## src/rtl/multicycle_ctrl.sv

```systemverilog
// Multi-cycle sequencing controller for the MIPS-subset datapath.
// Each instruction is walked through IF/ID/EX/MEM/WB over several clocks.
// The FSM drives the same datapath selects as the single-cycle decoder,
// plus the PC/IR write enables, and waits on a data-memory ready handshake.
module multicycle_ctrl #(
    parameter logic [3:0] MEM_TIMEOUT = 4'd15
) (
    input  logic       Clk,
    input  logic       Rst,
    input  logic [5:0] Op,
    input  logic [5:0] Func,
    input  logic       Z,
    input  logic       Mrdy,
    output logic       Irwrite,
    output logic       Pcwrite,
    output logic [1:0] PCsrc,
    output logic       Regrt,
    output logic       Se,
    output logic       Aluqb,
    output logic [1:0] Aluc,
    output logic       Wreg,
    output logic       Wmem,
    output logic       Reg2reg,
    output logic [2:0] State,
    output logic       Illegal,
    output logic       Timeout
);

    typedef enum logic [2:0] {
        S_IF  = 3'd0,
        S_ID  = 3'd1,
        S_EX  = 3'd2,
        S_MEM = 3'd3,
        S_WB  = 3'd4
    } state_t;

    localparam logic [5:0] OP_RTYPE = 6'b000000;
    localparam logic [5:0] OP_ADDI  = 6'b001000;
    localparam logic [5:0] OP_ANDI  = 6'b001100;
    localparam logic [5:0] OP_ORI   = 6'b001101;
    localparam logic [5:0] OP_LW    = 6'b100011;
    localparam logic [5:0] OP_SW    = 6'b101011;
    localparam logic [5:0] OP_BEQ   = 6'b000100;
    localparam logic [5:0] OP_BNE   = 6'b000101;
    localparam logic [5:0] OP_J     = 6'b000010;

    localparam logic [5:0] FN_ADD = 6'b100000;
    localparam logic [5:0] FN_SUB = 6'b100010;
    localparam logic [5:0] FN_AND = 6'b100100;
    localparam logic [5:0] FN_OR  = 6'b100101;

    state_t     r_state;
    state_t     w_nextState;
    logic [3:0] r_waitCnt;
    logic       r_illegal;
    logic       r_timeout;

    logic       w_isR, w_rFuncOk, w_isAddi, w_isAndi, w_isOri;
    logic       w_isLw, w_isSw, w_isBeq, w_isBne, w_isJ, w_legal;
    logic       w_memExpired, w_branchTaken, w_holdSelects;
    logic [1:0] w_instAluc;
    logic       w_instAluqb, w_instSe;

    logic       w_irwrite, w_pcwrite, w_wreg, w_wmem;
    logic [1:0] w_pcsrc, w_aluc;
    logic       w_regrt, w_se, w_aluqb, w_reg2reg;
    logic       w_setIllegal, w_setTimeout;

    assign w_isR     = (Op == OP_RTYPE);
    assign w_rFuncOk = (Func == FN_ADD) || (Func == FN_SUB) ||
                       (Func == FN_AND) || (Func == FN_OR);
    assign w_isAddi  = (Op == OP_ADDI);
    assign w_isAndi  = (Op == OP_ANDI);
    assign w_isOri   = (Op == OP_ORI);
    assign w_isLw    = (Op == OP_LW);
    assign w_isSw    = (Op == OP_SW);
    assign w_isBeq   = (Op == OP_BEQ);
    assign w_isBne   = (Op == OP_BNE);
    assign w_isJ     = (Op == OP_J);
    assign w_legal   = (w_isR && w_rFuncOk) || w_isAddi || w_isAndi || w_isOri ||
                       w_isLw || w_isSw || w_isBeq || w_isBne || w_isJ;

    // The abort fires on the last permitted MEM cycle, so MEM lasts exactly MEM_TIMEOUT cycles.
    assign w_memExpired  = (r_waitCnt == (MEM_TIMEOUT - 4'd1));
    assign w_branchTaken = (w_isBeq && Z) || (w_isBne && !Z);
    assign w_holdSelects = (r_state == S_EX) || (r_state == S_MEM) || (r_state == S_WB);

    // ALU operand/operation selects for the instruction held in the IR.
    always_comb begin
        w_instAluc  = 2'b00;
        w_instAluqb = 1'b0;
        w_instSe    = 1'b0;
        if (w_isR) begin
            case (Func)
                FN_SUB:  w_instAluc = 2'b01;
                FN_AND:  w_instAluc = 2'b10;
                FN_OR:   w_instAluc = 2'b11;
                default: w_instAluc = 2'b00;
            endcase
        end else if (w_isAddi || w_isLw || w_isSw) begin
            w_instAluqb = 1'b1;
            w_instSe    = 1'b1;
        end else if (w_isAndi || w_isOri) begin
            w_instAluqb = 1'b1;
            w_instAluc  = w_isOri ? 2'b11 : 2'b10;
        end else if (w_isBeq || w_isBne) begin
            w_instAluc  = 2'b01;
            w_instSe    = 1'b1;
        end
    end

    // Next-state and raw output decode from the registered state.
    always_comb begin
        w_nextState  = r_state;
        w_irwrite    = 1'b0;
        w_pcwrite    = 1'b0;
        w_pcsrc      = 2'b00;
        w_regrt      = 1'b0;
        w_se         = 1'b0;
        w_aluqb      = 1'b0;
        w_aluc       = 2'b00;
        w_wreg       = 1'b0;
        w_wmem       = 1'b0;
        w_reg2reg    = 1'b0;
        w_setIllegal = 1'b0;
        w_setTimeout = 1'b0;
        if (w_holdSelects) begin
            w_aluc  = w_instAluc;
            w_aluqb = w_instAluqb;
            w_se    = w_instSe;
        end
        case (r_state)
            S_IF: begin
                w_irwrite   = 1'b1;
                w_nextState = S_ID;
            end
            S_ID: begin
                if (!w_legal) begin
                    w_setIllegal = 1'b1;
                    w_pcwrite    = 1'b1;
                    w_nextState  = S_IF;
                end else if (w_isJ) begin
                    w_pcwrite   = 1'b1;
                    w_pcsrc     = 2'b10;
                    w_nextState = S_IF;
                end else begin
                    w_nextState = S_EX;
                end
            end
            S_EX: begin
                if (w_isBeq || w_isBne) begin
                    w_pcwrite   = 1'b1;
                    w_pcsrc     = w_branchTaken ? 2'b01 : 2'b00;
                    w_nextState = S_IF;
                end else if (w_isLw || w_isSw) begin
                    w_nextState = S_MEM;
                end else begin
                    w_nextState = S_WB;
                end
            end
            S_MEM: begin
                if (Mrdy) begin
                    if (w_isSw) begin
                        w_wmem      = 1'b1;
                        w_pcwrite   = 1'b1;
                        w_nextState = S_IF;
                    end else begin
                        w_nextState = S_WB;
                    end
                end else if (w_memExpired) begin
                    w_setTimeout = 1'b1;
                    w_pcwrite    = 1'b1;
                    w_nextState  = S_IF;
                end
            end
            S_WB: begin
                w_wreg      = 1'b1;
                w_pcwrite   = 1'b1;
                w_regrt     = !w_isR;
                w_reg2reg   = w_isLw;
                w_nextState = S_IF;
            end
            default: w_nextState = S_IF;
        endcase
    end

    // State register; reset always returns to instruction fetch.
    always_ff @(posedge Clk) begin
        if (Rst) r_state <= S_IF;
        else     r_state <= w_nextState;
    end

    // MEM wait counter; zero outside MEM so every memory access starts fresh.
    always_ff @(posedge Clk) begin
        if (Rst)                               r_waitCnt <= 4'd0;
        else if (r_state == S_MEM && !Mrdy)    r_waitCnt <= r_waitCnt + 4'd1;
        else                                   r_waitCnt <= 4'd0;
    end

    // Sticky error flags, cleared only by reset.
    always_ff @(posedge Clk) begin
        if (Rst) begin
            r_illegal <= 1'b0;
            r_timeout <= 1'b0;
        end else begin
            if (w_setIllegal) r_illegal <= 1'b1;
            if (w_setTimeout) r_timeout <= 1'b1;
        end
    end

    // Enables are masked during reset so no write escapes while aborting an instruction.
    assign Irwrite = w_irwrite & ~Rst;
    assign Pcwrite = w_pcwrite & ~Rst;
    assign Wreg    = w_wreg & ~Rst;
    assign Wmem    = w_wmem & ~Rst;
    assign PCsrc   = w_pcsrc;
    assign Regrt   = w_regrt;
    assign Se      = w_se;
    assign Aluqb   = w_aluqb;
    assign Aluc    = w_aluc;
    assign Reg2reg = w_reg2reg;
    assign State   = r_state;
    assign Illegal = r_illegal;
    assign Timeout = r_timeout;

endmodule
```

## config.mk

```make
export PLATFORM = sky130hd
export DESIGN_NAME = multicycle_ctrl
export DESIGN_NICKNAME = d
export VERILOG_FILES = /design/src/rtl/multicycle_ctrl.sv
export SDC_FILE = /design/constraint.sdc
export NUM_CORES = 1
export LEC_CHECK = 0
export ABC_AREA = 1
export BUFFER_PORTS_ARGS = -buffer_cell sky130_fd_sc_hd__buf_2
export CAP_MARGIN = 20
export CELL_PAD_IN_SITES_DETAIL_PLACEMENT = 2
export CELL_PAD_IN_SITES_GLOBAL_PLACEMENT = 2
export CORE_MARGIN = 2
export CORE_UTILIZATION = 23
export CTS_CLUSTER_DIAMETER = 50
export DETAILED_ROUTE_END_ITERATION = 12
export PLACE_DENSITY = 0.88
export SKIP_CTS_REPAIR_TIMING = 1
export SYNTH_ARGS = -nofsm -noshare
export SYNTH_HDL_FRONTEND = slang
export SYNTH_SLANG_ARGS = --single-unit
export TNS_END_PERCENT = 50
```

## constraint.sdc

```tcl
create_clock -name Clk -period 1.7 [get_ports Clk]
set_input_delay 0.085 -clock Clk [delete_from_list [all_inputs] [get_ports Clk]]
set_output_delay 0.085 -clock Clk [all_outputs]
set_load 0.02 [all_outputs]
```

==> flow_summary.toml <==
[outcome]
status = "finished, final reports clean"

[routing]
vias = 963
drc = 0
wirelength_mm = 3.22
viasPerCell = 4.65
firstDrtPassIters = 4
drt_iter0_drc = 27
avgRoutedWirePerCell_um = 15.6
detail-route-antenna-nets = 0

[clocking]
htree_levels = 1
clkTransAtPathRegs_ns = 0.06
cts_root_buffer = "clkbuf_4"
cts.sinks = 9
insertion_delay_ns = 0.26
cts_made_buffers = 3
cts_max_path_buffers = 2
cts_tree = "yes"

[timing]
whs_ns = 0.138
hold_viol = 0
setup_violations = 0
fin_crit_sh_pct = 95.6
grt_setup_unrepaired = "yes"
slew_viol_final = 0
fin_crit_ns = 1.63
max_slew_margin_pct = 78.0
final.setup_skew_ns = 0.00297
fmax_mhz = 615
worst_slew_pin_slew_ns = 0.327

[worst_setup_path]
crit_type = "reg -> out"
worstPathRequired_ns = 1.62
worstPathMaxFanout = 4
cp.arrival_ns = 1.54
cp-start-kind = "register"
endpoint_kind = "primary output"
r2r_setup_slack_ns = 0.47

[logic_synthesis]
synth_top_area_share_pct = 24.6
synth-seq-cells = 9
syn-cell-area_um2 = 733
synth-main-ff-cell = "dfxtp_1"
syn_inst = 122
synth.most_common_cell = "nand2_1"
synth_edf_count = 0
ys.warnings.count = 0
synth_fp_nets = 140
synth_cell_types = 22
synthArstFlopShare_pct = 0
ys_top_cells_by_count = "nand2_1 (27), inv_1 (19), nor2_1 (19), nand3_1 (11), dfxtp_1 (9)"
syn_area_per_cell_um2 = 6.01
ys_seq_area_share_pct = 24.6
yosys.area.top_type = "dfxtp_1"
synthTopCellsByArea = "dfxtp_1 (25%), nand2_1 (14%), inv_1 (9.7%)"

[cells_and_area]
diodes = 0
drive_above_1_share_pct = 43.6
syn2layout_area_growth_pct = 52.2
fin_nets = 182
fin_cells = 207

[pwr]
power_uw = 513
power_leakage_nw = 0.576
power_density_nw_per_um2 = 460
peakVddDrop_uv = 226

[die]
die_h_um = 60.5
start_util_pct = 24.0
die-area_um2 = 3660
io_pins = 33
design.core.area_um2 = 3050
rows = 20
die_w_um = 60.5

[global_routing]
grt_pass1_wl_mm = 4.37
grt_max_degree = 11
track_usage_pct = 15.9
overflow = 0
grt_pass1_vias = 977
antenna_found_initial = 0

[placed_design]
gp_congestion = 0.836
place_inst = 197
io_buffers = 32
dp_hpwl_mm = 2.40

[flow_run]
drv_cap = 0

[worst_hold_path]
worstHoldPathType = "in -> reg"
cell type report:
type,instances,area (µm²)
Tap cell,44,55.1
Timing Repair Buffer,38,220
Clock buffer,4,26.3
Inverter,22,85.1
Sequential cell,9,194
Multi-Input combinational cell,90,536
Fill cell,388,1940
sequential cells by signal (all words and copies together), names as in the netlist:
| register | count |
|---|---|
| r_waitCnt | 4 |
| State | 3 |
| Illegal | 1 |
| Timeout | 1 |
worst max-delay path, stage by stage (launching register included):
cell and delay, ns:
dfxtp_2 0.34, inv_2 0.06, ha_4 0.12, nand3_2 0.09, nor2_1 0.15, nand2_1 0.09
nand2_1 0.07, nor2_1 0.04, a21oi_1 0.16, buf_4 0.16
power by group:
group	total, mW	switching, mW	internal [mW]	leakage, nW
Clock	0.165	0.0745	0.0905	0.0150
Sequential	0.220	0.00708	0.213	0.0762
Combinational	0.128	0.0846	0.0435	0.485
Total	0.513	0.166	0.347	0.576
stage by stage:
step | cell area, µm² | setup slack (ns) | util (%) | setup TNS [ns]
detailed placement | 943 | 0.178 | 30.9 | 0
global route | 1120 | -0.0735 | 36.6 | -0.101
floorplan | 733 | 0.248 | - | 0
CTS | 970 | -0.121 | 31.8 | -0.121
finish | 1120 | 0.0743 | 36.6 | 0
global placement | 943 | 0.252 | 30.9 | 0
path summary, 6_finish.rpt:
kind | from | end | cells past startpoint
setup reg to reg | State[2] | Illegal | 5
hold / removal | Rst | Timeout | 2
setup / recovery | r_waitCnt[0] | Pcwrite | 9
hold reg to reg | r_waitCnt[0] | r_waitCnt[0] | 1
logic make-up (layout without fill, tap and decap cells):
group / Yosys count / count (layout) / share of synthesized area, %
xor+xnor: 3 / 3 / 3.58
buf+inv: 23 / 64 / 11.9
fa+ha+maj: 2 / 2 / 3.41
simple gates: 75 / 75 / 49.3
flops: 9 / 9 / 24.6
compound gates: 10 / 10 / 7.17
cell usage in the layout, fill, tap and decap left out, types with 4 or more instances in the layout:
cell type and n:
nor2_1 16, nand3_1 10, buf_4 6, inv_1 16, nor2_2 4, nor2_4 5, nand2_1 25, inv_2 5
a21oi_1 6, dfxtp_1 4, buf_2 31
routing by layer:
| layer | GRT usage, % | share of wire, % |
|---|---|---|
| met5 | 0 | 0 |
| met2 | 30.3 | 53 |
| met4 | 1.86 | 1.4 |
| met3 | 2.77 | 3.2 |
| met1 | 19.1 | 42 |
Note: power is estimated with default switching activity, not from simulation.
